[config.mk]
export PLATFORM = sky130hd
export DESIGN_NAME = safe_attempt_ctrl_flat
export DESIGN_NICKNAME = d
export VERILOG_FILES = /design/src/rtl/safe_attempt_ctrl_pkg.sv /design/src/rtl/safe_attempt_ctrl_if.sv /design/src/rtl/safe_attempt_ctrl_key_edge_detect.sv /design/src/rtl/safe_attempt_ctrl.sv /design/src/flat_wrapper.sv
export SDC_FILE = /design/constraint.sdc
export NUM_CORES = 1
export LEC_CHECK = 0
export ABC_AREA = 1
export BUFFER_PORTS_ARGS = -buffer_cell sky130_fd_sc_hd__buf_2
export CAP_MARGIN = 5
export CORE_AREA = 2 2 72 109
export DETAILED_ROUTE_END_ITERATION = 12
export DIE_AREA = 0 0 74 111
export GPL_TIMING_DRIVEN = 0
export PLACE_DENSITY = 0.72
export SETUP_SLACK_MARGIN = 0.15
export SLEW_MARGIN = 10
export SYNTH_ARGS = -nofsm -noshare
export SYNTH_HDL_FRONTEND = slang
export SYNTH_SLANG_ARGS = --single-unit
[constraint.sdc]
create_clock -name clk -period 1.8 [get_ports clk]
set_input_delay 0.18 -clock clk [delete_from_list [all_inputs] [get_ports clk]]
set_output_delay 0.18 -clock clk [all_outputs]
set_load 0.005 [all_outputs]
[src/rtl/safe_attempt_ctrl_pkg.sv]
// Shared definitions for the safe attempt controller: FSM states, key indices
// and default limits.
package safe_attempt_ctrl_pkg;

    localparam int KEY_W                  = 12;
    localparam int CLEAR_KEY_IDX          = 10;
    localparam int DEFAULT_MAX_FAILS      = 3;
    localparam int DEFAULT_LOCKOUT_CYCLES = 20;

    typedef enum logic [1:0] {
        ST_COLLECT = 2'd0,
        ST_REQ     = 2'd1,
        ST_WAIT    = 2'd2,
        ST_LOCKOUT = 2'd3
    } state_t;

    function automatic logic isDigit(input logic [3:0] idx);
        return idx <= 4'd9;
    endfunction

endpackage

[src/rtl/safe_attempt_ctrl_if.sv]
// Code-presentation handshake between the keypad controller and the safe core.
interface safe_attempt_ctrl_if;

    logic        code_valid;
    logic [15:0] code;
    logic        cmp_ready;
    logic        cmp_done;
    logic        cmp_match;
    logic        safe_locked;

    modport master (
        output code_valid,
        output code,
        input  cmp_ready,
        input  cmp_done,
        input  cmp_match,
        input  safe_locked
    );

    modport slave (
        input  code_valid,
        input  code,
        output cmp_ready,
        output cmp_done,
        output cmp_match,
        output safe_locked
    );

endinterface

[src/rtl/safe_attempt_ctrl_key_edge_detect.sv]
// Turns the raw one-hot keypad into single-cycle press events: a key counts
// once, on the cycle it rises, and only if no other key is down.
module key_edge_detect
    import safe_attempt_ctrl_pkg::*;
(
    input  logic             clk,
    input  logic             rst_n,
    input  logic [KEY_W-1:0] i_key,
    output logic             o_valid,
    output logic [3:0]       o_idx
);

    logic [KEY_W-1:0] r_prevKey;
    logic [KEY_W-1:0] w_rise;
    logic             w_oneHot;

    always_ff @(posedge clk or negedge rst_n) begin
        if (!rst_n) begin
            r_prevKey <= '0;
        end else begin
            r_prevKey <= i_key;
        end
    end

    assign w_rise   = i_key & ~r_prevKey;
    assign w_oneHot = $onehot(i_key);
    // With a one-hot key, any rising bit must be the single bit that is set.
    assign o_valid  = w_oneHot && (|w_rise);

    always_comb begin
        o_idx = '0;
        for (int i = 0; i < KEY_W; i++) begin
            if (i_key[i]) begin
                o_idx = 4'(i);
            end
        end
    end

endmodule

[src/rtl/safe_attempt_ctrl.sv]
// Keypad attempt controller: collects four BCD digits, presents them to the
// safe core, counts consecutive wrong codes and enforces a timed lockout.
module safe_attempt_ctrl
    import safe_attempt_ctrl_pkg::*;
#(
    parameter int MAX_FAILS      = DEFAULT_MAX_FAILS,
    parameter int LOCKOUT_CYCLES = DEFAULT_LOCKOUT_CYCLES
) (
    input  logic                clk,
    input  logic                rst_n,
    input  logic [KEY_W-1:0]    i_key,
    safe_attempt_ctrl_if.master cmp_bus,
    output logic [2:0]          o_digits_entered,
    output logic [2:0]          o_fail_cnt,
    output logic                o_lockout
);

    localparam logic [2:0]  MAX_FAILS_W  = 3'(MAX_FAILS);
    localparam logic [15:0] LOCKOUT_LOAD = 16'(LOCKOUT_CYCLES - 1);
    localparam logic [3:0]  CLEAR_IDX    = 4'(CLEAR_KEY_IDX);

    state_t      r_state;
    logic [15:0] r_code;
    logic [2:0]  r_digits;
    logic [2:0]  r_failCnt;
    logic [15:0] r_timer;
    logic        r_codeValid;
    logic        r_lockout;

    logic        w_keyValid;
    logic [3:0]  w_keyIdx;
    logic [2:0]  w_failNext;

    key_edge_detect u_key_edge_detect (
        .clk     (clk),
        .rst_n   (rst_n),
        .i_key   (i_key),
        .o_valid (w_keyValid),
        .o_idx   (w_keyIdx)
    );

    assign w_failNext = (r_failCnt >= MAX_FAILS_W) ? MAX_FAILS_W : r_failCnt + 3'd1;

    always_ff @(posedge clk or negedge rst_n) begin
        if (!rst_n) begin
            r_state     <= ST_COLLECT;
            r_code      <= '0;
            r_digits    <= '0;
            r_failCnt   <= '0;
            r_timer     <= '0;
            r_codeValid <= 1'b0;
            r_lockout   <= 1'b0;
        end else begin
            case (r_state)
                ST_COLLECT: begin
                    if (w_keyValid) begin
                        if (isDigit(w_keyIdx)) begin
                            r_code <= {r_code[11:0], w_keyIdx};
                            if (r_digits == 3'd3) begin
                                r_digits    <= 3'd4;
                                r_codeValid <= 1'b1;
                                r_state     <= ST_REQ;
                            end else begin
                                r_digits <= r_digits + 3'd1;
                            end
                        end else if (w_keyIdx == CLEAR_IDX) begin
                            r_digits <= '0;
                            r_code   <= '0;
                        end
                    end
                end
                ST_REQ: begin
                    if (r_codeValid && cmp_bus.cmp_ready) begin
                        r_codeValid <= 1'b0;
                        r_state     <= ST_WAIT;
                    end
                end
                ST_WAIT: begin
                    // An unlocked safe accepts anything, so only a locked mismatch is a failure.
                    if (cmp_bus.cmp_done) begin
                        r_digits <= '0;
                        if (cmp_bus.cmp_match || !cmp_bus.safe_locked) begin
                            r_failCnt <= '0;
                            r_state   <= ST_COLLECT;
                        end else begin
                            r_failCnt <= w_failNext;
                            if (w_failNext == MAX_FAILS_W) begin
                                r_timer   <= LOCKOUT_LOAD;
                                r_lockout <= 1'b1;
                                r_state   <= ST_LOCKOUT;
                            end else begin
                                r_state <= ST_COLLECT;
                            end
                        end
                    end
                end
                ST_LOCKOUT: begin
                    if (r_timer == 16'd0) begin
                        r_failCnt <= '0;
                        r_lockout <= 1'b0;
                        r_state   <= ST_COLLECT;
                    end else begin
                        r_timer <= r_timer - 16'd1;
                    end
                end
                default: begin
                    r_state <= ST_COLLECT;
                end
            endcase
        end
    end

    assign cmp_bus.code_valid = r_codeValid;
    assign cmp_bus.code       = r_code;
    assign o_digits_entered   = r_digits;
    assign o_fail_cnt         = r_failCnt;
    assign o_lockout          = r_lockout;

endmodule

[src/flat_wrapper.sv]
// flat-port wrapper written by rule: the top's interface ports become plain ports
module safe_attempt_ctrl_flat import safe_attempt_ctrl_pkg::*;
#(
    parameter int MAX_FAILS      = DEFAULT_MAX_FAILS,
    parameter int LOCKOUT_CYCLES = DEFAULT_LOCKOUT_CYCLES
)
  (clk, rst_n, i_key, o_digits_entered, o_fail_cnt, o_lockout, cmp_bus_code_valid, cmp_bus_code, cmp_bus_cmp_ready, cmp_bus_cmp_done, cmp_bus_cmp_match, cmp_bus_safe_locked);
  safe_attempt_ctrl_if cmp_bus_i ();
  input  logic clk;
  input  logic rst_n;
  input  logic [KEY_W-1:0] i_key;
  output logic [2:0] o_digits_entered;
  output logic [2:0] o_fail_cnt;
  output logic o_lockout;
  output wire logic [$bits(cmp_bus_i.code_valid)-1:0] cmp_bus_code_valid;
  output wire logic [$bits(cmp_bus_i.code)-1:0] cmp_bus_code;
  input wire logic [$bits(cmp_bus_i.cmp_ready)-1:0] cmp_bus_cmp_ready;
  input wire logic [$bits(cmp_bus_i.cmp_done)-1:0] cmp_bus_cmp_done;
  input wire logic [$bits(cmp_bus_i.cmp_match)-1:0] cmp_bus_cmp_match;
  input wire logic [$bits(cmp_bus_i.safe_locked)-1:0] cmp_bus_safe_locked;
  assign cmp_bus_code_valid = cmp_bus_i.code_valid;
  assign cmp_bus_code = cmp_bus_i.code;
  assign cmp_bus_i.cmp_ready = cmp_bus_cmp_ready;
  assign cmp_bus_i.cmp_done = cmp_bus_cmp_done;
  assign cmp_bus_i.cmp_match = cmp_bus_cmp_match;
  assign cmp_bus_i.safe_locked = cmp_bus_safe_locked;
  safe_attempt_ctrl #(.MAX_FAILS(MAX_FAILS), .LOCKOUT_CYCLES(LOCKOUT_CYCLES)) u_core (.clk(clk), .rst_n(rst_n), .i_key(i_key), .cmp_bus(cmp_bus_i), .o_digits_entered(o_digits_entered), .o_fail_cnt(o_fail_cnt), .o_lockout(o_lockout));
endmodule
==> impl_results.md, run 1 <==
* Post-DP Area at 0.00339 mm^2
* Gate power share at 51.6%
* Initial antenna violation count at 0
* Share of cells above drive strength 1 at 35.9%
* Slowest-stage cell, CP: fa_1
* Power share of the sequential group at 30.2%
* Slew headroom at 53.7%
* Maximum vdd ir drop at 0.801 mV
* Final count of pins violating max slew at 0
* Hold Path Class: primary input to flop
* Fmax at 0.262 GHz
* Clock share of power at 18.2%
* Post-layout net count at 515
* Reg-to-reg slack, setup at -0.01 ns
* Top cells by area, synth: dfrtp_1 (44%), nand2_1 (15%), inv_1 (6.8%), nor2_1 (5.7%), fa_1 (4.6%)
* Clock sink total at 54
* GRT Total Usage at 21.2%
* TritonCTS clock tree: done
* Worst path most repeated cell: fa_1
* Worst-Margin Slew at 0.695 ns
* GPL Wtd Cong at 0.931
* Maximum clock path buffer count at 2
* Die ar. at 0.00821 mm^2
* Worst r2r src: u_core.o_fail_cnt[0]
* CP endpoint kind: flop
* Cell area after synthesis at 0.00305 mm^2
* Yosys warnings at 0
* Final Instance Area at 0.00433 mm^2
* Reg2reg end: u_core.r_timer[2]
* WS Path Type: primary input to flop
* Worst hold slack at 0.00775 ns
* Gr ovfl total at 0
* Syn nets at 425
* CP startpoint: i_key[5]
* Crit share post-route at 212%
* Final worst slack at -2.02 ns
* Core Area at 0.00737 mm^2
* CP Launch Type: primary input
* # port buffers at 41
* Area leader, netlist: dfrtp_1
* ANT cells at 0
* Critical path arrival at 4.05 ns
* DR pass1 iterations at 5
* Final WL at 8530 um
* Switching Share at 40.3%
* Cell Rows at 39
* Min cycle time layout at 3.82 ns
* Die Span X at 74 um
* Distinct cells, synth at 31
* FF-to-FF path depth at 11
* Syn Area/Cell at 7.79 um^2
* Crit path required time at 2.03 ns
* Clock transition at the registers of the reported paths at 0.07 ns
* Max Cap Viol at 0
* H-tree depth at 2
* Unrepaired setup endpoints after global routing: yes
* Seq/Total Area, Yosys at 44.4%
* Status: finished, violations left
* CP top delay family: adder cells
* Leak pwr at 2.29 nW
* Final Hold Fails at 0
* Area Growth Syn to Fin at 42.1%
* WL/cell at 14.6 um
* Die H at 111 um
* Internal power at 3.33 mW
* Crit-path max cell delay at 0.52 ns
* Setup violators final at 24
* Levels on crit path at 19
* Pwr dens at 1290 mW/mm^2
* Antenna viol nets, final at 0
* Skew final at 0.00626 ns
* Vias in the first global route at 3,072
* Worst skew pair latency at 0.30 ns
* Vias per std cell at 5.08
* Place WS at -2.58 ns
* Iter 0 DRT Violations at 174
* Buf/Inv on CP at 5
* Gate Count Post-Synth at 391
* Critical-path cell list: buf_4 > fa_1 > fa_1 > inv_1 > fa_1 > fa_1 > inv_1 > ha_2 > inv_2 > fa_1 > nand2_1 > nor2_1 > o21ai_1 > nor2_2 > nand4_4 > nor2_4 > buf_6 > nand2_1 > nand2_1
* Synth top area share at 44.4%
* I/O pin count at 42
* CP endpoint: u_core.cmp_bus.code[9]
* Dpl hpwl at 4930 um
* Flops & latches, synth at 54
* CP max FO at 6
* Vias at 2,964
* Failing checks: setup timing
* Fin util at 58.7%
* TritonCTS Buffers at 5
* Initial core utilization at 41.3%
* DR DRC count at 0
* Largest net degree at the start of global routing at 55
* Psw at 2.25 mW
* CTS root buf: clkbuf_16
* First-pass GRT wire length at 13,600 um
-- metrics by stage --
step | std cells | total power [mW] | setup TNS (ns)
6_report | 584 | 5.58 | -43.41
3_5_place_dp | 534 | 3.41 | -55.31
4_1_cts | 572 | 5.11 | -44.10
5_1_grt | 584 | 5.92 | -48.00
2_1_floorplan | 391 | 2.89 | -41.92
3_3_place_gp | 534 | 3.34 | -51.46
-- layer usage --
metal / vias up / routed length, um / track usage [%]
li1: 1404 / - / -
met1: 1427 / 3130 / 23.0
met2: 103 / 4710 / 37.6
met3: 30 / 358 / 3.91
met4: 0 / 321 / 10.8
met5: - / 0 / 0
-- flip-flops by register name, summed over array words and instances, names as in the netlist --
signal and cells:
u_core.cmp_bus.code 16, u_core.cmp_bus.code_valid 1, u_core.o_digits_entered 3, u_core.o_fail_cnt 3, u_core.o_lockout 1, u_core.r_state 2, u_core.r_timer 16, u_core.u_key_edge_detect.r_prevKey 12
-- power by group through the flow --
stage	combinational [mW]	sequential [mW]	clock, mW
after CTS	2.44	1.64	1.03
after global placement	1.68	1.66	0
after floorplan	1.25	1.65	0
final	2.88	1.69	1.02
after global routing	3.12	1.72	1.08
after detailed placement	1.74	1.67	0
-- repair_timing --
item / CTS / global route
pin swaps: 18 / 17
hold buffers: 1 / 3
cloned: 5 / 0
endpoints found under the setup margin: 40 / 42
setup buffers: 24 / 9
hold endpoints to repair: 1 / 37
gates resized for setup: 70 / 61
-- cell usage after synthesis (all sizes together) --
| cell | count |
|---|---|
| xor2 | 3 |
| nor2 | 48 |
| dfrtp | 54 |
| a21boi | 1 |
| fa | 7 |
| buf | 4 |
| a22oi | 1 |
| or2 | 1 |
| nand2 | 129 |
| nand3 | 22 |
| nor3 | 4 |
| a31oi | 2 |
| xnor2 | 4 |
| a21oi | 5 |
| o21bai | 2 |
| o211ai | 1 |
| o21ai | 27 |
| ha | 9 |
| inv | 56 |
| nand4 | 5 |
| clkbuf | 2 |
| nand3b | 4 |
-- cells in the final DEF, fill, tap and decap left out, types with 5 or more instances in the layout --
cell | netlist | layout
buf_2 | 2 | 35
nand2_2 | 3 | 19
dfrtp_1 | 54 | 52
clkbuf_16 | 0 | 5
nand3_1 | 22 | 17
nand2_4 | 1 | 16
nand3_2 | 0 | 5
fa_1 | 7 | 7
buf_6 | 1 | 14
nor2_1 | 46 | 40
inv_1 | 55 | 47
nand2_1 | 125 | 95
a21oi_1 | 5 | 5
o21ai_1 | 3 | 9
o21ai_2 | 5 | 14
ha_1 | 9 | 5
inv_2 | 1 | 9
buf_4 | 0 | 25
-- worst min-delay path by stage --
stage | startpoint | cells after the start | slack [ns] | to
floorplan | rst_n | 0 | -0.12 | u_core.cmp_bus.code[0]
global placement | i_key[11] | 1 | 0.33 | u_core.u_key_edge_detect.r_prevKey[11]
detailed placement | i_key[11] | 1 | 0.33 | u_core.u_key_edge_detect.r_prevKey[11]
CTS | i_key[1] | 1 | 0.002 | u_core.u_key_edge_detect.r_prevKey[1]
global route | i_key[7] | 1 | 0.007 | u_core.u_key_edge_detect.r_prevKey[7]
finish | i_key[7] | 1 | 0.008 | u_core.u_key_edge_detect.r_prevKey[7]
-- area by class of cell --
type                            instances  area (um^2)
Fill cell                             626         3040
Timing Repair Buffer                   82          657
Clock buffer                            6          139
Tap cell                              102          128
Inverter                               56          210
Multi-Input combinational cell        276         1740
Clock inverter                          2         16.3
Sequential cell                        54         1350
Buffer                                  6         83.8
-- cells by family after synthesis --
| group | after synthesis | synth area share (%) |
|---|---|---|
| xor gates and xnor gates | 7 | 2.01 |
| DFF | 54 | 44.4 |
| adders and majority gates | 16 | 8.30 |
| buffers and inverters | 62 | 8.34 |
| and+or+nand+nor | 213 | 29.5 |
| AOI/OAI and AO/OA | 39 | 7.52 |
Note: power is estimated with default switching activity, not from simulation.
==> run 2, diff against run 1 <==
- ABC_AREA: 1 -> 0
- CORE_AREA: 2 2 72 109 -> 2 2 70 106
- DIE_AREA: 0 0 74 111 -> 0 0 72 108
==> run 2 against run 1 <==
Effect of this change: the run still ends with setup timing left; sequential share of layout area increased by 2.8 points; critical endpoint is now u_core.cmp_bus.code[10]; largest cell class unchanged; wire length down 18%; worst setup slack better by 0.093 ns; clock skew increased by 0.0032 ns; non-clock buffer count is 9 lower; sequential power down 12%; global-route usage decreased by 3.0 points; clock-buffer cell count shrank 1; synthesized area shrank 5.7%.
==> impl_results.md, run 2 <==
* Status: finished, violations left
* Failing checks: setup timing
* Gr ovfl total at 0 (unchanged)
* WS Path Type: primary input to flop
* Hold Path Class: primary input to flop
* Critical path arrival at 3.94 ns (-0.11 ns)
* Final WL at 6950 um (-18%)
* Post-DP Area at 0.00329 mm^2 (-3.1%)
* Yosys warnings at 0 (unchanged)
* FF-to-FF path depth at 6 (-5)
* Maximum clock path buffer count at 2 (unchanged)
* Vias in the first global route at 2,351 (-23%)
* GRT Total Usage at 18.1% (-3.0 points)
* Clock sink total at 54 (unchanged)
* CP Launch Type: primary input
* DR pass1 iterations at 4 (-1)
* CP max FO at 7 (+1)
* Worst-Margin Slew at 0.744 ns (+0.0494 ns)
* ANT cells at 0 (unchanged)
* Gate Count Post-Synth at 276 (-29%)
* Fmax at 0.269 GHz (+2.5%)
* Synth cell count leaders: dfrtp_1 (54), inv_1 (26), nor2_1 (22)
* Vias at 2,359 (-20%)
* CTS root buf: clkbuf_8
* Die H at 108 um (-2.7%)
* Final Hold Fails at 0 (unchanged)
* Place WS at -2.56 ns (+0.0138 ns)
* WL/cell at 16.0 um (+9.8%)
* First-pass GRT wire length at 11,000 um (-19%)
* Die Span X at 72 um (-2.7%)
* Crit path required time at 2.01 ns (-0.02 ns)
* Dpl hpwl at 4620 um (-6.2%)
* Synth top area share at 47.0% (+2.7 points)
* Area Growth Syn to Fin at 38.4%
* Most common cell after layout, fill and taps aside: dfrtp_1
* Skew final at 0.00944 ns (+0.00318 ns)
* Initial core utilization at 42.2% (+0.88 points)
* Unrepaired setup endpoints after global routing: yes
* Slew headroom at 50.4% (-3.3 points)
* Initial antenna violation count at 0 (unchanged)
* # port buffers at 41 (unchanged)
* Share of cells above drive strength 1 at 42.1% (+6.2 points)
* Clock transition at the registers of the reported paths at 0.11 ns (+0.04 ns)
* Die ar. at 0.00778 mm^2 (-5.3%)
* Setup violators final at 41 (+71%)
* Pwr dens at 855 mW/mm^2 (-34%)
* Synth Flop Type: dfrtp_1
* CP endpoint: u_core.cmp_bus.code[10]
* Core Area at 0.00681 mm^2 (-7.6%)
* Worst hold slack at 0.0191 ns (+0.0114 ns)
* I/O pin count at 42 (unchanged)
* Worst r2r src: u_core.r_timer[5]
* Reg-to-reg slack, setup at -0.64 ns (-0.63 ns)
* Cell Rows at 37 (-5.1%)
* H-tree depth at 2 (unchanged)
* Top-count cell post-synth: dfrtp_1
* CP startpoint: i_key[0]
* EDFF count, synth at 0 (unchanged)
* Syn nets at 310 (-27%)
* Final count of pins violating max slew at 0 (unchanged)
* Vias per std cell at 5.44 (+7.1%)
* Area leader, netlist: dfrtp_1
* Final Instance Area at 0.00398 mm^2 (-8.1%)
* CP endpoint kind: flop
* Top cells by area, synth: dfrtp_1 (47%), fa_1 (4.9%), mux2_2 (4.7%), ha_1 (3.9%), inv_1 (3.4%)
* Flops & latches, synth at 54 (unchanged)
* Iter 0 DRT Violations at 96 (-45%)
* Finished Layout Cells at 434 (-26%)
* Post-layout net count at 389 (-24%)
* Maximum vdd ir drop at 0.764 mV (-4.6%)
* Distinct cells, synth at 53 (+71%)
* DR DRC count at 0 (unchanged)
* Reg2reg end: u_core.r_timer[13]
* Largest net degree at the start of global routing at 55 (unchanged)
* GPL Wtd Cong at 0.801 (-14%)
* Crit share post-route at 207% (-5.1 points)
* Antenna viol nets, final at 0 (unchanged)
* TritonCTS Buffers at 5 (unchanged)
* Final worst slack at -1.92 ns (+0.0926 ns)
* Worst skew pair latency at 0.31 ns (about the same)
* TritonCTS clock tree: done
* Tot Pwr at 3.40 mW (-39%)
* Min cycle time layout at 3.72 ns (-0.0926 ns)
* Cell area after synthesis at 0.00287 mm^2 (-5.7%)
* Seq/Total Area, Yosys at 47.0% (+2.7 points)
* Max Cap Viol at 0 (unchanged)
* Syn Area/Cell at 10.4 um^2 (+34%)
* Placed instance count at 395 (-26%)
* Most frequent cells in the layout: dfrtp_1 (50), buf_2 (36), inv_1 (22), nor2_1 (17), buf_6 (17)
* Asr flop ratio synth at 100% (unchanged)
* Leak pwr at 1.89 nW (-17%)
run 2: worst min-delay path by stage:
stage	start	to	slack, ns	cells past startpoint
after global placement	i_key[8]	u_core.u_key_edge_detect.r_prevKey[8]	0.34	1
final	i_key[8]	u_core.u_key_edge_detect.r_prevKey[8]	0.02	1
after global routing	i_key[8]	u_core.u_key_edge_detect.r_prevKey[8]	0.007	1
after detailed placement	i_key[8]	u_core.u_key_edge_detect.r_prevKey[8]	0.35	1
after CTS	i_key[8]	u_core.u_key_edge_detect.r_prevKey[8]	0.009	1
after floorplan	rst_n	u_core.cmp_bus.code[0]	-0.12	0
run 2: report_power, final:
part	total [mW]	internal, mW	switching [mW]
combinational	1.05	0.566	0.482
sequential	1.49	1.38	0.108
clock	0.864	0.425	0.439
run 2: repair_timing:
item / in CTS / in global routing
hold buffers: 3 / 1
gates resized for setup: 49 / 23
pin swaps: 16 / 14
endpoints found under the setup margin: 42 / 42
hold endpoints to repair: 3 / 54
buffers inserted: 21 / 6
cloned: 0 / 0
run 2: metal layers:
metal / share of wire [%] / wire length (um) / global-route usage, %
met3: 2.9 / 200 / 2.52
met2: 56 / 3890 / 34.2
met4: 1.9 / 129 / 6.47
met1: 39 / 2730 / 20.4
met5: 0 / 0 / 0
run 2: final cells by class:
type / count / area (um^2)
fill: 573 / 2830
multi-input combinational: 189 / 1710
sequential: 54 / 1360
timing repair buffer: 72 / 553
inverter: 26 / 97.6
tap: 78 / 97.6
clock buffer: 5 / 68.8
buffer: 7 / 50.0
clock inverter: 3 / 47.5
run 2: logic make-up after synthesis:
kind of cell,count (synthesis),share of synthesized area (%)
AOI/OAI and AO/OA,48,12.2
DFF,54,47.0
muxes,20,7.49
adders and majority gates,16,8.79
and+or+nand+nor,101,18.9
xor gates and xnor gates,4,1.22
buffers and inverters,33,4.40
run 2: metrics by stage:
| step | utilization, % | setup TNS [ns] |
|---|---|---|
| after floorplan | - | -46.28 |
| after global placement | 48.3 | -57.89 |
| after detailed placement | 48.3 | -58.14 |
| after CTS | 55.7 | -44.34 |
| after global routing | 58.4 | -48.21 |
| final | 58.4 | -44.00 |
run 2: worst max-delay path, cell delays in order:
cell and delay, ns:
buf_8 0.10, fa_1 0.50, fa_1 0.51, inv_1 0.05
fa_1 0.49, fa_1 0.43, inv_2 0.08, ha_4 0.13
inv_2 0.03, fa_2 0.52, nand2_2 0.06, nor4_4 0.25
nand3_2 0.16, buf_8 0.17, mux2_4 0.29
==> run 3, diff against run 2 <==
- ABC_AREA: 0 -> 1
- CELL_PAD_IN_SITES_DETAIL_PLACEMENT: not set -> 0
- CELL_PAD_IN_SITES_GLOBAL_PLACEMENT: not set -> 1
- CORE_AREA: 2 2 70 106 -> 2 2 77 115
- DIE_AREA: 0 0 72 108 -> 0 0 79 117
- PLACE_DENSITY: 0.72 -> 0.82
==> run 3 against run 2 <==
Effect of this change: critical path type unchanged; maximum frequency down 0.72%; clock skew down 0.0025 ns; via count up 18%; largest power group is now combinational logic; the run still ends with setup timing left; die area up 19%.
==> impl_results.md, run 3 (synthesis results as in run 1) <==
* Min cycle time layout at 3.75 ns (+0.0270 ns)
* Initial antenna violation count at 0 (unchanged)
* Die ar. at 0.00924 mm^2 (+19%)
* Worst path most repeated cell: fa_1
* Place WS at -2.47 ns (+0.0941 ns)
* TritonCTS Buffers at 5 (unchanged)
* # port buffers at 41 (unchanged)
* Fmax at 0.267 GHz (-0.72%)
* Gr ovfl total at 0 (unchanged)
* Finished Layout Cells at 578 (+33%)
* Critical-path cell list: buf_8 > fa_1 > fa_1 > inv_2 > fa_1 > fa_1 > inv_2 > ha_4 > inv_2 > fa_1 > nand2_1 > nor2_1 > o21ai_1 > nor2_2 > nand4_4 > nor2_4 > buf_6 > nand2_1 > nand2_1
* Maximum vdd ir drop at 0.653 mV (-15%)
* Vias per std cell at 4.80 (-12%)
* DR pass1 iterations at 4 (unchanged)
* Crit share post-route at 208% (+1.5 points)
* Initial core utilization at 36.7% (-5.6 points)
* Area Growth Syn to Fin at 39.7%
* Antenna viol nets, final at 0 (unchanged)
* Pwr dens at 1290 mW/mm^2 (+51%)
* Max Cap Viol at 0 (unchanged)
* Clock sink total at 54 (unchanged)
* Maximum clock path buffer count at 2 (unchanged)
* Worst-Margin Slew at 0.702 ns (-0.0423 ns)
* Final worst slack at -1.95 ns (-0.0270 ns)
* Filler Cells Inserted at 840 (+47%)
* Failing checks: setup timing
* Slowest-stage cell, CP: fa_1
* First-pass GRT wire length at 13,100 um (+19%)
* TritonCTS clock tree: done
* Hold Path Class: primary input to flop
* Leak pwr at 2.22 nW (+17%)
* Dpl hpwl at 5190 um (+12%)
* Cell Rows at 41 (+11%)
* Placed instance count at 539 (+36%)
* Die H at 117 um (+8.3%)
* Multi-input gate area at 0.00176 mm^2 (+3.3%)
* Skew final at 0.00692 ns (-0.00251 ns)
* Worst skew pair latency at 0.30 ns (about the same)
* Core Area at 0.00831 mm^2 (+22%)
* DR DRC count at 0 (unchanged)
* Status: finished, violations left
* Clock transition at the registers of the reported paths at 0.07 ns (-0.04 ns)
* Most frequent cells in the layout: nand2_1 (91), dfrtp_1 (49), inv_1 (43), nor2_1 (38), buf_2 (36)
* Post-layout net count at 504 (+30%)
* Tot Pwr at 5.51 mW (+62%)
* Crit path required time at 2.04 ns (+0.03 ns)
* Share of cells above drive strength 1 at 36.5% (-5.6 points)
* Setup violators final at 22 (-46%)
* Most common cell after layout, fill and taps aside: nand2_1
* Vias in the first global route at 2,900 (+23%)
* Die Span X at 79 um (+9.7%)
* Iter 0 DRT Violations at 105 (+9.4%)
* Crit-path max cell delay at 0.53 ns (about the same)
* I/O pin count at 42 (unchanged)
* WS Path Type: primary input to flop
* Final WL at 7700 um (+11%)
* GPL Wtd Cong at 0.776 (-3.2%)
* Vias at 2,777 (+18%)
* CP max FO at 5 (-2)
* H-tree depth at 2 (unchanged)
* GRT Total Usage at 18.1% (about the same)
* Unrepaired setup endpoints after global routing: yes
* Sequential Area at 0.00136 mm^2 (about the same)
* Final count of pins violating max slew at 0 (unchanged)
* CTS root buf: clkbuf_16
* Final Hold Fails at 0 (unchanged)
* Largest net degree at the start of global routing at 55 (unchanged)
* CP endpoint kind: flop
* CP Launch Type: primary input
* ANT cells at 0 (unchanged)
* Worst hold slack at 0.00566 ns (-0.0134 ns)
* WL/cell at 13.3 um (-17%)
* Slew headroom at 53.2% (+2.8 points)
* Critical path arrival at 3.99 ns (+0.05 ns)
## run 3: cell count changes in the layout (fill, tap and decap cells not counted), moves of 9 or more
cell	change
inv_1	+21
nor2_1	+21
nor2b_1	-14
nand2_1	+75
o21ai_2	+9
o21ai_1	+11
nand2_2	+22
nand2_4	+12
mux2_2	-11
nand3_1	+12
## run 3: path summary, 6_finish.rpt
check,endpoint,slack [ns],cells past startpoint,startpoint
max,u_core.cmp_bus.code[15],-1.95,19,i_key[1]
min,u_core.u_key_edge_detect.r_prevKey[3],0.006,1,i_key[3]
max reg2reg,u_core.r_timer[2],0.13,10,u_core.o_fail_cnt[0]
min reg2reg,u_core.cmp_bus.code[15],0.48,2,u_core.cmp_bus.code[15]
max in group asynchronous,u_core.r_timer[7],0.82,2,rst_n
min in group asynchronous,u_core.o_fail_cnt[1],0.48,2,rst_n
## run 3: routing by layer
| layer | global-route usage, % | routed length (um) |
|---|---|---|
| met4 | 8.05 | 308 |
| met2 | 35.5 | 4320 |
| met1 | 18.5 | 2840 |
| met5 | 0 | 0 |
| met3 | 3.22 | 226 |
## run 3: stage by stage
step                utilization [%]  TNS (ns)  area (um^2)
global route                   51.2    -44.61         4260
detailed placement             40.9    -52.95         3400
finish                         51.2    -42.01         4260
global placement               40.9    -50.99         3400
floorplan                         -    -41.92         3060
CTS                            48.5    -44.07         4030
## run 3: area by class of cell
| type | count | share of cell area (%) |
|---|---|---|
| Buffer | 6 | 1.73 |
| Clock buffer | 5 | 2.94 |
| Clock inverter | 3 | 1.06 |
| Inverter | 56 | 5.11 |
| Multi-Input combinational cell | 276 | 41.4 |
| Sequential cell | 54 | 31.9 |
| Tap cell | 107 | 3.15 |
| Timing Repair Buffer | 71 | 12.7 |
## run 3: where the power goes
group | internal [mW] | leakage [nW] | switching [mW] | total (mW)
combinational | 1.22 | 1.44 | 1.48 | 2.70
sequential | 1.44 | 0.697 | 0.237 | 1.68
clock | 0.657 | 0.0760 | 0.467 | 1.12
total | 3.33 | 2.22 | 2.18 | 5.51
## run 3: critical path, delay by kind of cell
kind                       cells  cell delay, ns
buffers and inverters          5            0.40
AOI/OAI and AO/OA              1            0.08
and+or+nand+nor                7            0.75
adders and majority gates      6            2.56
## run 3: what timing repair did
action	CTS	global route
setup endpoints to repair	39	42
pin swaps	18	26
endpoints found under the hold margin	1	7
setup buffers	23	1
gates resized for setup	79	66
hold buffers	1	2
cloned	4	0
